<file path="config.mk">
export PLATFORM = sky130hd
export DESIGN_NAME = miriscv_load_aligner
export DESIGN_NICKNAME = d
export VERILOG_FILES = /design/src/rtl/miriscv_lsu_pkg.sv /design/src/rtl/miriscv_load_extend.sv /design/src/rtl/miriscv_load_aligner.sv
export SDC_FILE = /design/constraint.sdc
export NUM_CORES = 1
export LEC_CHECK = 0
export CAP_MARGIN = 0
export CORE_ASPECT_RATIO = 0.75
export CORE_MARGIN = 2
export CORE_UTILIZATION = 55
export DETAILED_ROUTE_END_ITERATION = 16
export PLACE_DENSITY = 0.81
export SETUP_SLACK_MARGIN = 0.4
export SYNTH_ARGS = -nofsm -noshare
export SYNTH_HDL_FRONTEND = slang
export SYNTH_SLANG_ARGS = --single-unit
</file>
<file path="constraint.sdc">
create_clock -name clk_i -period 4.1 [get_ports clk_i]
set_input_delay 0.82 -clock clk_i [delete_from_list [all_inputs] [get_ports clk_i]]
set_output_delay 0.82 -clock clk_i [all_outputs]
set_load 0.02 [all_outputs]
</file>
<file path="src/rtl/miriscv_lsu_pkg.sv">
// rtl/miriscv_lsu_pkg.sv - shared LSU types and helpers
package miriscv_lsu_pkg;

  typedef enum logic [1:0] {
    MEM_SIZE_B = 2'd0,
    MEM_SIZE_H = 2'd1,
    MEM_SIZE_W = 2'd2,
    MEM_SIZE_D = 2'd3
  } mem_size_e;

  typedef enum logic [1:0] {
    IDLE  = 2'd0,
    BEAT0 = 2'd1,
    BEAT1 = 2'd2,
    RESP  = 2'd3
  } aligner_state_e;

  function automatic logic [3:0] bytes_of_size(input mem_size_e size);
    return 4'd1 << size;
  endfunction

endpackage

</file>
<file path="src/rtl/miriscv_load_extend.sv">
// rtl/miriscv_load_extend.sv - sign/zero extension of an NB-byte load value
module miriscv_load_extend
  import miriscv_lsu_pkg::*;
#(
  parameter int XLEN = 32
) (
  input  logic [XLEN-1:0] bytes_i,
  input  logic [3:0]      nb_i,
  input  logic            unsigned_i,
  output logic [XLEN-1:0] data_o
);

  logic sign;

  always_comb begin
    sign = 1'b0;
    // sign bit is the top bit of the most significant loaded byte
    for (int k = 0; k < XLEN / 8; k++) begin
      if (int'(nb_i) == k + 1) sign = bytes_i[8*k+7];
    end
    for (int i = 0; i < XLEN; i++) begin
      data_o[i] = (i < 8 * int'(nb_i)) ? bytes_i[i] : (sign & ~unsigned_i);
    end
  end

endmodule

</file>
<file path="src/rtl/miriscv_load_aligner.sv">
// rtl/miriscv_load_aligner.sv - LSU load-return byte select, beat merge and extension
module miriscv_load_aligner
  import miriscv_lsu_pkg::*;
#(
  parameter int XLEN               = 32,
  parameter int DATA_W             = 32,
  parameter int SUPPORT_MISALIGNED = 1,
  localparam int BYTES             = DATA_W / 8,
  localparam int OFF_W             = $clog2(BYTES)
) (
  input  logic              clk_i,
  input  logic              rst_i,
  input  logic              flush_i,
  input  logic              req_valid_i,
  output logic              req_ready_o,
  input  logic [OFF_W-1:0]  req_offset_i,
  input  logic [1:0]        req_size_i,
  input  logic              req_unsigned_i,
  input  logic              mem_rvalid_i,
  input  logic [DATA_W-1:0] mem_rdata_i,
  output logic              rsp_valid_o,
  input  logic              rsp_ready_i,
  output logic [XLEN-1:0]   rsp_data_o,
  output logic              rsp_err_o
);

  localparam int XB = XLEN / 8;

  aligner_state_e    state_q;
  logic [OFF_W-1:0]  off_q;
  logic [3:0]        nb_q;
  logic              uns_q;
  logic              cross_q;
  logic [XLEN-1:0]   asm_q;
  logic [XLEN-1:0]   asm_n;
  logic [XLEN-1:0]   ext_data;
  logic [DATA_W-1:0] sh0;
  logic [DATA_W-1:0] sh1;
  int                nb0;

  logic [3:0] req_nb;
  logic       req_cross;
  logic       req_err;

  assign req_nb    = bytes_of_size(mem_size_e'(req_size_i));
  assign req_cross = (int'(req_offset_i) + int'(req_nb)) > BYTES;
  assign req_err   = (req_cross && (SUPPORT_MISALIGNED == 0)) || (int'(req_nb) > XB);

  // beat 0 supplies the bytes up to the word end, beat 1 the remainder stacked above
  always_comb begin
    asm_n = asm_q;
    nb0   = cross_q ? (BYTES - int'(off_q)) : int'(nb_q);
    sh0   = mem_rdata_i >> (8 * int'(off_q));
    sh1   = mem_rdata_i << (8 * nb0);
    for (int i = 0; i < XB; i++) begin
      if (state_q == BEAT0 && i < nb0)
        asm_n[8*i+:8] = sh0[8*i+:8];
      if (state_q == BEAT1 && i >= nb0 && i < int'(nb_q))
        asm_n[8*i+:8] = sh1[8*i+:8];
    end
  end

  miriscv_load_extend #(.XLEN(XLEN)) u_extend (
    .bytes_i    (asm_n),
    .nb_i       (nb_q),
    .unsigned_i (uns_q),
    .data_o     (ext_data)
  );

  always_ff @(posedge clk_i or posedge rst_i) begin
    if (rst_i) begin
      state_q     <= IDLE;
      off_q       <= '0;
      nb_q        <= '0;
      uns_q       <= 1'b0;
      cross_q     <= 1'b0;
      asm_q       <= '0;
      req_ready_o <= 1'b1;
      rsp_valid_o <= 1'b0;
      rsp_data_o  <= '0;
      rsp_err_o   <= 1'b0;
    end else if (flush_i) begin
      state_q     <= IDLE;
      asm_q       <= '0;
      req_ready_o <= 1'b1;
      rsp_valid_o <= 1'b0;
      rsp_data_o  <= '0;
      rsp_err_o   <= 1'b0;
    end else begin
      case (state_q)
        IDLE: begin
          if (req_valid_i) begin
            off_q       <= req_offset_i;
            nb_q        <= req_nb;
            uns_q       <= req_unsigned_i;
            cross_q     <= req_cross;
            asm_q       <= '0;
            req_ready_o <= 1'b0;
            if (req_err) begin
              state_q     <= RESP;
              rsp_valid_o <= 1'b1;
              rsp_err_o   <= 1'b1;
              rsp_data_o  <= '0;
            end else begin
              state_q <= BEAT0;
            end
          end
        end
        BEAT0: begin
          if (mem_rvalid_i) begin
            asm_q <= asm_n;
            if (cross_q) begin
              state_q <= BEAT1;
            end else begin
              state_q     <= RESP;
              rsp_valid_o <= 1'b1;
              rsp_err_o   <= 1'b0;
              rsp_data_o  <= ext_data;
            end
          end
        end
        BEAT1: begin
          if (mem_rvalid_i) begin
            asm_q       <= asm_n;
            state_q     <= RESP;
            rsp_valid_o <= 1'b1;
            rsp_err_o   <= 1'b0;
            rsp_data_o  <= ext_data;
          end
        end
        RESP: begin
          if (rsp_ready_i) begin
            state_q     <= IDLE;
            rsp_valid_o <= 1'b0;
            req_ready_o <= 1'b1;
          end
        end
        default: state_q <= IDLE;
      endcase
    end
  end

endmodule

</file>
# Yosys cells after proc, flatten, opt, wreduce, memory -nomap -nowiden
# Cells that the tools add are included.
[totals]
reg_bits = 77
in_bits = 43
elab_cells = 182
output_inout_bits = 35
[op_classes]
muxes = 81
n_reduce_logical = 23
n_lt_le_gt_ge = 46
bitwise_logic = 3
shifts = 3
n_addsub = 2
eq_ne = 14
[op_table]
columns = ["cell", "count"]
rows = [
  ["$mux W32", 10],
  ["$lt A5 B7 Y1 const A", 16],
  ["$pmux W32 S3", 1],
  ["$ge A3 B32 Y1 const A", 2],
  ["$lt A3 B32 Y1 const A", 2],
  ["$mux W8", 8],
  ["$pmux W32 S2", 1],
  ["$lt A4 B7 Y1 const A", 8],
  ["$mux W1", 51],
  ["$ge A1 B32 Y1 const A", 1],
  ["$ge A2 B32 Y1 const A", 1],
  ["$lt A1 B32 Y1 const A", 1],
  ["$lt A2 B32 Y1 const A", 1],
  ["$shl A32 B32 Y32", 1],
  ["$shr A32 B5 Y32", 1],
  ["$lt A3 B7 Y1 const A", 4],
  ["$ne A3 B3 Y1 const B", 6],
  ["$lt A1 B7 Y1 const A", 2],
  ["$lt A2 B7 Y1 const A", 2],
  ["$logic_and A1 B1 Y1", 12],
  ["$mux W2", 6],
  ["$reduce_and A6 Y1", 2],
  ["$reduce_and A3 Y1", 3],
  ["$eq A4 B3 Y1 const B", 2],
  ["23 further kinds", 28],
]

# Longest topological paths before layout
# Gate-level depths: netlist of run 1.
[logic_depth]
depth_word = 16
mapped_depth = 12

# Modules after synthesis
# From an unflattened synthesis of run 1, not the netlist that was laid out.
[unflattened]
cells_unflattened = 658
area_unflattened_um2 = 5746.8
[modules_own_cells]
columns = ["module", "area_per_inst_um2", "n_inst", "cells_per_inst"]
rows = [
  ["miriscv_load_aligner", 5391.4, 1, 612],
  ["miriscv_load_extend", 355.3, 1, 46],
]

# Least setup slack after synthesis of run 1
# Ideal clock, no wire load.
[synth_timing]
kind = "register -> register"
startpoint = "reg off_q[1]"
endpoint = "reg rsp_data_o[25]"
path_slack_ns = 0.952
period_less_slack_ns = 3.148
path_buffers = 3
setup_time_ns = 0.124
arrival_ns = 3.024
path_stages_with_launch = 12
cell_sequence = "dfrtp_1 -> buf_6 -> clkbuf_1 -> clkbuf_1 -> inv_1 -> ha_1 -> nand2_2 -> a221oi_4 -> mux2i_1 -> a21o_1 -> o211ai_4 -> a211o_1"
[synth_between]
elab_chain_len = 16
elab_cells_between_ends = 43
classes_between = "add/sub (1); order compare (8); shift (2); mux (19); bitwise (1); reduce/logical (12)"
[synth_lines]
columns = ["item", "line", "rtl"]
rows = [
  ["start: declaration", "miriscv_load_aligner.sv:30", "logic [OFF_W-1:0] off_q;"],
  ["start signal: assignment", "miriscv_load_aligner.sv:93", "off_q <= req_offset_i;"],
  ["$sub A3 B2 Y4", "miriscv_load_aligner.sv:52", "nb0 = cross_q ? (BYTES - int'(off_q)) : int'(nb_q);"],
  ["$mux W32", "miriscv_load_aligner.sv:52", ""],
  ["$lt A1 B32 Y1 or $ge A1 B32 Y1 (tied branches)", "miriscv_load_aligner.sv:56, miriscv_load_aligner.sv:58", ""],
  ["$logic_and A1 B1 Y1, on equally long branches", "miriscv_load_aligner.sv:56, miriscv_load_aligner.sv:58", ""],
  ["$mux W8 or $logic_and A1 B1 Y1 (tied branches)", "miriscv_load_aligner.sv:56, miriscv_load_aligner.sv:58", ""],
  ["$mux W8", "miriscv_load_aligner.sv:58", "if (state_q == BEAT1 && i >= nb0 && i < int'(nb_q))"],
  ["$mux W1 (4 in a row)", "miriscv_load_extend.sv:19", "if (int'(nb_i) == k + 1) sign = bytes_i[8*k+7];"],
  ["$and A1 B1 Y1", "miriscv_load_extend.sv:22", "data_o[i] = (i < 8 * int'(nb_i)) ? bytes_i[i] : (sign & ~unsigned_i);"],
  ["$mux W1 *", "miriscv_load_extend.sv:22", ""],
  ["$mux W32", "miriscv_load_aligner.sv:112", "if (cross_q) begin"],
  ["$mux W32", "miriscv_load_aligner.sv:110", "if (mem_rvalid_i) begin"],
  ["$pmux W32 S3 *", "miriscv_load_aligner.sv:90", "case (state_q)"],
  ["$mux W32 *", "miriscv_load_aligner.sv:82", "end else if (flush_i) begin"],
  ["end signal: assignment", "miriscv_load_aligner.sv:118", "rsp_data_o <= ext_data;"],
  ["end signal: assignment", "miriscv_load_aligner.sv:128", "rsp_data_o <= ext_data;"],
  ["end: declaration", "miriscv_load_aligner.sv:23", "output logic [XLEN-1:0] rsp_data_o,"],
]
# Every way passes the cells marked *; elsewhere a longest branch is shown, timed or not. The select of a mux whose other input is x is not followed.
# A chain may end at the register's enable or synchronous reset.

# Worst setup path after layout of run 1
[layout_timing]
startpoint = "in req_size_i[1]"
endpoint = "reg rsp_data_o[27]"
[layout_between]
elab_chain_len = 4
[layout_lines]
columns = ["item", "line", "rtl"]
rows = [
  ["start: declaration", "miriscv_load_aligner.sv:17", "input logic [1:0] req_size_i,"],
  ["$shl A1 B2 Y4", "miriscv_lsu_pkg.sv:19", "return 4'd1 << size;"],
  ["$gt A4 B3 Y1", "miriscv_load_aligner.sv:47", "assign req_err = (req_cross && (SUPPORT_MISALIGNED == 0)) || (int'(req_nb) > XB);"],
  ["$ne A3 B3 Y1 (no line)", "-", ""],
  ["$reduce_and A6 Y1 (no line)", "-", ""],
]
# No other way between the ends.

==> summary.txt, run 1 <==
Outcome
  – Run status: completed

STA
  – Slew @ Worst Pin: between 1 and 1.5 ns
  – Max Freq: 329 MHz
  – Max-slew headroom: between 20% and 30%
  – TNS Setup: 0 ns
  – Fin crit share: about three quarters
  – Clock Skew: between 0.009 and 0.01 ns
  – Setup violators final: 0
  – Endpoints failing hold: 0
  – Unrepaired setup endpoints after global routing: false
  – Final Max Slew Viols: 0
  – Fin Hold WS: 0.450 ns
  – Final min period: 3.04 ns

Clock network
  – Num CTS Buffers: 9
  – Clock transition at path regs: 0.06 ns
  – CTS tree: yes
  – Htree depth: 3
  – CTS max path bufs: 2
  – Cts hold-fix bufs: 0
  – Clock Latency Late Sink: 0.35 ns
  – Num Clock Sinks: just under 80
  – CTS Root Cell: clkbuf_16
  – Postcts setup bufs: 0
  – Post-CTS Resized: 0

Logic synthesis
  – Synth Cell Area: around 5300 sq um
  – Async SR Flop Fraction: 100%
  – Yosys synthesis warning count: 0
  – Post-synthesis mux area share: between 10% and 20%
  – Main combinational cell family by area after synthesis: compound AO/OA/AOI/OAI gates
  – Syn_area_per_cell: approximately 9 sq um
  – Xor/xnor share of the synthesized area: 0%
  – Post-synth EDFFs: 0
  – Yosys reg bits: a little under 80
  – Post-Synth Adder-Cell Area: 2.25%
  – Cells after synthesis: ~600
  – Most used DFF post-synth: dfrtp_1
  – Sequential fraction of the synthesis area: between 30% and 40%
  – Synth Area in Compound Gates: 23.2%
  – Synthesized Nets: between 600 and 700
  – Synth unique cells: 73
  – Post-Synth Simple-Gate Area: 17.0%

Power and ir drop
  – Comb pwr share: between 50 and 60%
  – Int Pwr: 0.00233 W
  – Register share of total power: 24.3%
  – Static leakage: 2.71 nW
  – Sw Share: between 40% and 50%
  – Power Dens Cells: between 600 and 700 nW/um^2
  – Net switching power: roughly 0.0019 W
  – Total Power: about 0.0042 W
  – Clock power share: a little over a fifth
  – Maximum vdd ir drop: 0.000304 V

Global routing
  – GRT overflow: 0
  – Initial antenna violation count: 0
  – Vias in the first global route: ~4800
  – Largest net degree at the start of global routing: between 50 and 60
  – First-pass GRT wire length: 25700 um
  – GRT Total Usage: a little under a third

Worst hold path
  – Hold path cells: 2
  – Worst hold start: req_ready_o$_DFFE_PP1P_
  – Hold EP: req_ready_o$_DFFE_PP1P_
  – Min-Delay Path Class: reg -> reg

Route
  – Drt total wl: about 16000 um
  – DR DRC count: 0
  – Post-DRT Antenna Nets: 0
  – 1st-iter DRT viols: 617
  – Via count: 5075
  – WL/cell: 20.4 um
  – DR pass1 iterations: 6
  – Vias per cell: 6.41

Layout
  – Layout Nets: 707
  – Area growth, synth to finish: 21.0%
  – # diodes: 0
  – Fillcell total: between 700 and 800
  – Layout cells sized above 1: 12.0%

Die
  – Horiz. Die Dim: approximately 120 um
  – Initial Util: 55.9%
  – I/O pins: 78
  – Die area: 10500 sq um
  – Die Y: 89.3 um
  – Core area: approximately 9500 sq um
  – Row count: 31

Setup path
  – Crit path DAT: ~3.3 ns
  – Worst r2r src: cross_q$_DFFE_PP0P_
  – Startpoint types: primary input
  – CP endpoint kind: register
  – R2R setup slack: approximately 1.1 ns
  – R2R depth: 6
  – Critical R2R Capture: rsp_data_o[27]$_DFFE_PP0P_
  – Critical path peak fanout: 9
  – Required @ worst endpoint: ~4.4 ns
  – Critical path type: in -> reg

Place
  – DP Wirelength: roughly 12000 um
  – Routability Congestion: approximately 0.93
  – Port buffer count: just under 80

Flow run
  – Max Cap Violations: 0
==> stage by stage <==
stage	instances	utilization, %	setup WS, ns	instance area (sq um)
floorplan	598	-	0.952	5340
global placement	776	64.1	0.919	6120
detailed placement	776	64.1	0.776	6120
CTS	792	67.7	1.13	6460
global route	792	67.7	0.857	6460
finish	792	67.7	1.06	6460
==> synthesized netlist by cell type, types with 7 or more instances <==
library cell,count,share of area (%)
clkbuf_1,18,1.3
mux2i_1,42,7.9
o22ai_1,12,1.4
nor2b_1,12,1.4
dfrtp_1,76,36
nand2_1,97,6.8
a211oi_1,7,0.98
buf_2,9,0.84
o21ai_1,25,2.3
nand2b_1,11,1.3
o211ai_1,15,2.1
nor2_1,31,2.2
o21ai_0,40,3.8
ha_1,8,1.9
a21oi_1,43,4.0
mux2_2,31,6.5
a22oi_1,9,1.3
inv_1,15,1.1
==> metal layers <==
layer	track usage, %	vias up	wire [um]
met4	9.20	0	284
li1	-	2293	-
met2	48.5	309	7090
met1	44.5	2433	7020
met5	0	-	0
met3	8.35	40	1770
==> sequential cells by signal, indices dropped and copies added (netlist names) <==
signal and flops:
asm_q 32, off_q 2, rsp_valid_o 1, req_ready_o 1
cross_q 1, rsp_data_o 32, uns_q 1, rsp_err_o 1
nb_q 4, state_q 2
==> cells in the final DEF, fill, tap and decap left out, types with 4 or more instances in the layout <==
master           instances
nand2_1                 97
clkdlybuf4s50_1         77
dfrtp_1                 76
mux2i_1                 42
a21oi_1                 41
o21ai_0                 40
nor2_1                  31
mux2_2                  31
o21ai_1                 25
o211ai_1                15
inv_1                   14
nor2b_1                 12
o22ai_1                 12
nand2b_1                11
a22oi_1                  9
clkbuf_16                9
ha_1                     8
a211oi_1                 7
buf_4                    7
nor3_1                   6
nand3_1                  6
a211o_1                  6
mux2_1                   4
o221ai_1                 4
==> power groups by stage <==
stage	Combinational, W	Sequential, W	Clock, W
2_1_floorplan	0.00175	0.000988	0
3_3_place_gp	0.00217	0.00103	0
3_5_place_dp	0.00221	0.00104	0
4_1_cts	0.00223	0.00102	0.000929
5_1_grt	0.00246	0.00105	0.000966
6_report	0.00229	0.00103	0.000922
==> worst max-delay path, stage by stage <==
cell and delay, ns:
clkdlybuf4s50_1 0.58, nand2_1 0.19, a2111oi_2 0.70, and4b_1 0.36
o211ai_2 0.25, o211ai_4 0.24, a211o_1 0.16
==> kinds of logic (layout without fill, tap and decap cells) <==
kind of cell,count (synthesis),in the layout
multiplexers,80,80
AO/OA/AOI/OAI,191,191
adder cells (fa/ha/maj),9,9
flip-flops,77,77
AND/OR/NAND/NOR,188,188
buffers and inverters,53,115
==> how the worst max path moves through the flow <==
stage	slack, ns	depth (start not counted)	endpoint	startpoint
2_1_floorplan	0.95	11	rsp_data_o[25]$_DFFE_PP0P_	off_q[1]$_DFFE_PP0P_
3_3_place_gp	0.92	7	rsp_data_o[29]$_DFFE_PP0P_	req_size_i[1]
3_5_place_dp	0.78	7	rsp_data_o[27]$_DFFE_PP0P_	req_size_i[1]
4_1_cts	1.13	7	rsp_data_o[27]$_DFFE_PP0P_	req_size_i[1]
5_1_grt	0.86	6	rsp_data_o[27]$_DFFE_PP0P_	cross_q$_DFFE_PP0P_
6_report	1.06	7	rsp_data_o[27]$_DFFE_PP0P_	req_size_i[1]
==> final cells by class <==
| cell class | instances | area, sq um | area share (%) |
|---|---|---|---|
| multi-input combinational | 468 | 3140 | 48.7 |
| inverter | 15 | 56.3 | 0.872 |
| timing repair buffer | 84 | 823 | 12.7 |
| clock inverter | 6 | 111 | 1.72 |
| clock buffer | 10 | 229 | 3.55 |
| tap | 132 | 165 | 2.56 |
| sequential | 77 | 1930 | 29.9 |
(Power assumes the default switching activity.)
==> run 2, diff against run 1 <==
==> constraint.sdc (replaced) <==
create_clock -name clk_i -period 3 [get_ports clk_i]
set_input_delay 0.6 -clock clk_i [delete_from_list [all_inputs] [get_ports clk_i]]
set_output_delay 0.6 -clock clk_i [all_outputs]
set_load 0.02 [all_outputs]
==> run 2 against run 1 <==
Die area unchanged. Final cell count up 3.4%. Routed wire length up 2.9%. Critical path type is now reg -> reg. Critical endpoint is now rsp_data_o[26]$_DFFE_PP0P_.
==> summary.txt, run 2 (synthesis gave the netlist of run 1 again) <==
STA
  – TNS Setup: 0 ns
  – Final Max Slew Viols: 0
  – Fin crit share: around 84%
  – Unrepaired setup endpoints after global routing: true
  – Final min period: roughly 2.5 ns
  – Setup violators final: 0
  – Max Freq: around 400 MHz
  – Clock Skew: between 0.009 and 0.01 ns
  – Slew @ Worst Pin: between 0.5 and 0.6 ns
  – Max-slew headroom: roughly three fifths
  – Endpoints failing hold: 0
  – Fin Hold WS: roughly 0.45 ns
  – Setup ws final: around 0.48 ns

Worst hold path
  – Min-Delay Path Class: reg -> reg

Route
  – Via count: 5059
  – DR pass1 iterations: 5
  – Drt total wl: ~17000 um
  – WL/cell: just over 20 um
  – 1st-iter DRT viols: approximately 460
  – Vias per cell: about 6.2
  – DR DRC count: 0
  – Post-DRT Antenna Nets: 0

Place
  – DP Wirelength: about 12000 um
  – Cell Count Post-Placement: just under 800
  – Port buffer count: 77
  – Routability Congestion: 0.953
  – Placed standard-cell area: between 6000 and 7000 sq um
  – Setup WS pre-CTS: about 0.14 ns

Die
  – Die area: approximately 11000 sq um
  – I/O pins: 78
  – Core area: ~9500 sq um
  – Initial Util: a little under three fifths
  – Horiz. Die Dim: about 120 um
  – Row count: 31
  – Die Y: just under 90 um

Clock network
  – Num Clock Sinks: 77
  – Htree depth: 3
  – Clock Latency Late Sink: about 0.34 ns
  – CTS max path bufs: 2
  – Cts hold-fix bufs: 0
  – Clock transition at path regs: 0.06 ns
  – CTS Root Cell: clkbuf_16
  – CTS tree: yes
  – Num CTS Buffers: 9

Layout
  – Layout Nets: around 730
  – Final Instance Area: around 6700 sq um
  – Layout cells sized above 1: between 10% and 20%
  – Commonest non-fill, non-tap cell in the layout: nand2_1
  – Cell Count, Final, Fillers Out: 819
  – Largest registers: asm_q x32, rsp_data_o x32, nb_q x4
  – Area growth, synth to finish: 25.9%
  – Most frequent cells in the layout: 96 x nand2_1, 77 x clkdlybuf4s50_1, 75 x dfrtp_1
  – # diodes: 0

Setup path
  – CP endpoint kind: register
  – Startpoint types: register
  – Critical path type: reg -> reg
  – Required @ worst endpoint: 3.22 ns
  – Crit path DAT: between 2 and 3 ns
  – Critical path peak fanout: 37

Global routing
  – GRT Total Usage: 32.1%
  – GRT overflow: 0
  – First-pass GRT wire length: between 20000 and 30000 um
  – Largest net degree at the start of global routing: 38
  – Vias in the first global route: 4732
  – Initial antenna violation count: 0

Outcome
  – Run status: completed

Power and ir drop
  – Static leakage: roughly 2.8 nW
  – Power Dens Cells: a little under 900 nW/um^2
  – Maximum vdd ir drop: ~0.0005 V

Flow run
  – Max Cap Violations: 0
## run 2: power by group
group / switching (W) / leakage, nW / total, W / internal (W)
Combinational: 0.00210 / 1.63 / 0.00355 / 0.00145
Clock: 0.000435 / 0.132 / 0.00102 / 0.000583
Sequential: 0.000183 / 1.05 / 0.00137 / 0.00119
Total: 0.00272 / 2.82 / 0.00594 / 0.00322
## run 2: path summary, 6_finish.rpt
kind / start / endpoint / slack [ns] / cells after the start
setup / recovery: off_q[0]$_DFFE_PP0P_ / rsp_data_o[26]$_DFFE_PP0P_ / 0.48 / 7
hold / removal: req_ready_o$_DFFE_PP1P_ / req_ready_o$_DFFE_PP1P_ / 0.45 / 2
setup reg to reg: off_q[0]$_DFFE_PP0P_ / rsp_data_o[26]$_DFFE_PP0P_ / 0.48 / 7
hold reg to reg: req_ready_o$_DFFE_PP1P_ / req_ready_o$_DFFE_PP1P_ / 0.45 / 2
max in group asynchronous: rst_i / asm_q[1]$_DFFE_PP0P_ / 1.77 / 3
min in group asynchronous: rst_i / rsp_data_o[7]$_DFFE_PP0P_ / 0.61 / 2
## run 2: cell type report
| cell class | count | area (sq um) |
|---|---|---|
| multi-input cells | 468 | 3250 |
| fillers | 767 | 2830 |
| flip-flops and latches | 77 | 1930 |
| repair buffers | 111 | 1040 |
| clock buffers | 11 | 243 |
| well taps | 132 | 165 |
| inverters | 15 | 56.3 |
| clock inverters | 5 | 33.8 |
## run 2: per-layer routing
metal  GRT usage [%]  vias to the layer above  share of wire (%)
met5               0                        -                  0
met3            8.93                       19                9.6
li1                -                     2341                  -
met1            47.9                     2441                 47
met2            46.2                      258                 42
met4            7.12                        0                1.2
## run 2: through the flow
step	total power [W]	util (%)
final	0.00594	70.4
after global routing	0.00628	70.4
after global placement	0.00460	66.1
after CTS	0.00571	69.2
after floorplan	0.00384	-
after detailed placement	0.00465	66.1
## run 2: what timing repair did
action / CTS / global route
buffers inserted: 1 / 6
gates resized for setup: 3 / 15
pin swaps: 3 / 2
endpoints found under the setup margin: 16 / 33
## run 2: critical path, stage by stage, from the launching register on
cell      delay (ns)
dfrtp_1         0.34
buf_4           0.40
mux2_1          0.36
a22oi_1         0.41
nor2_4          0.08
o211ai_1        0.30
o211ai_4        0.19
a211o_1         0.31
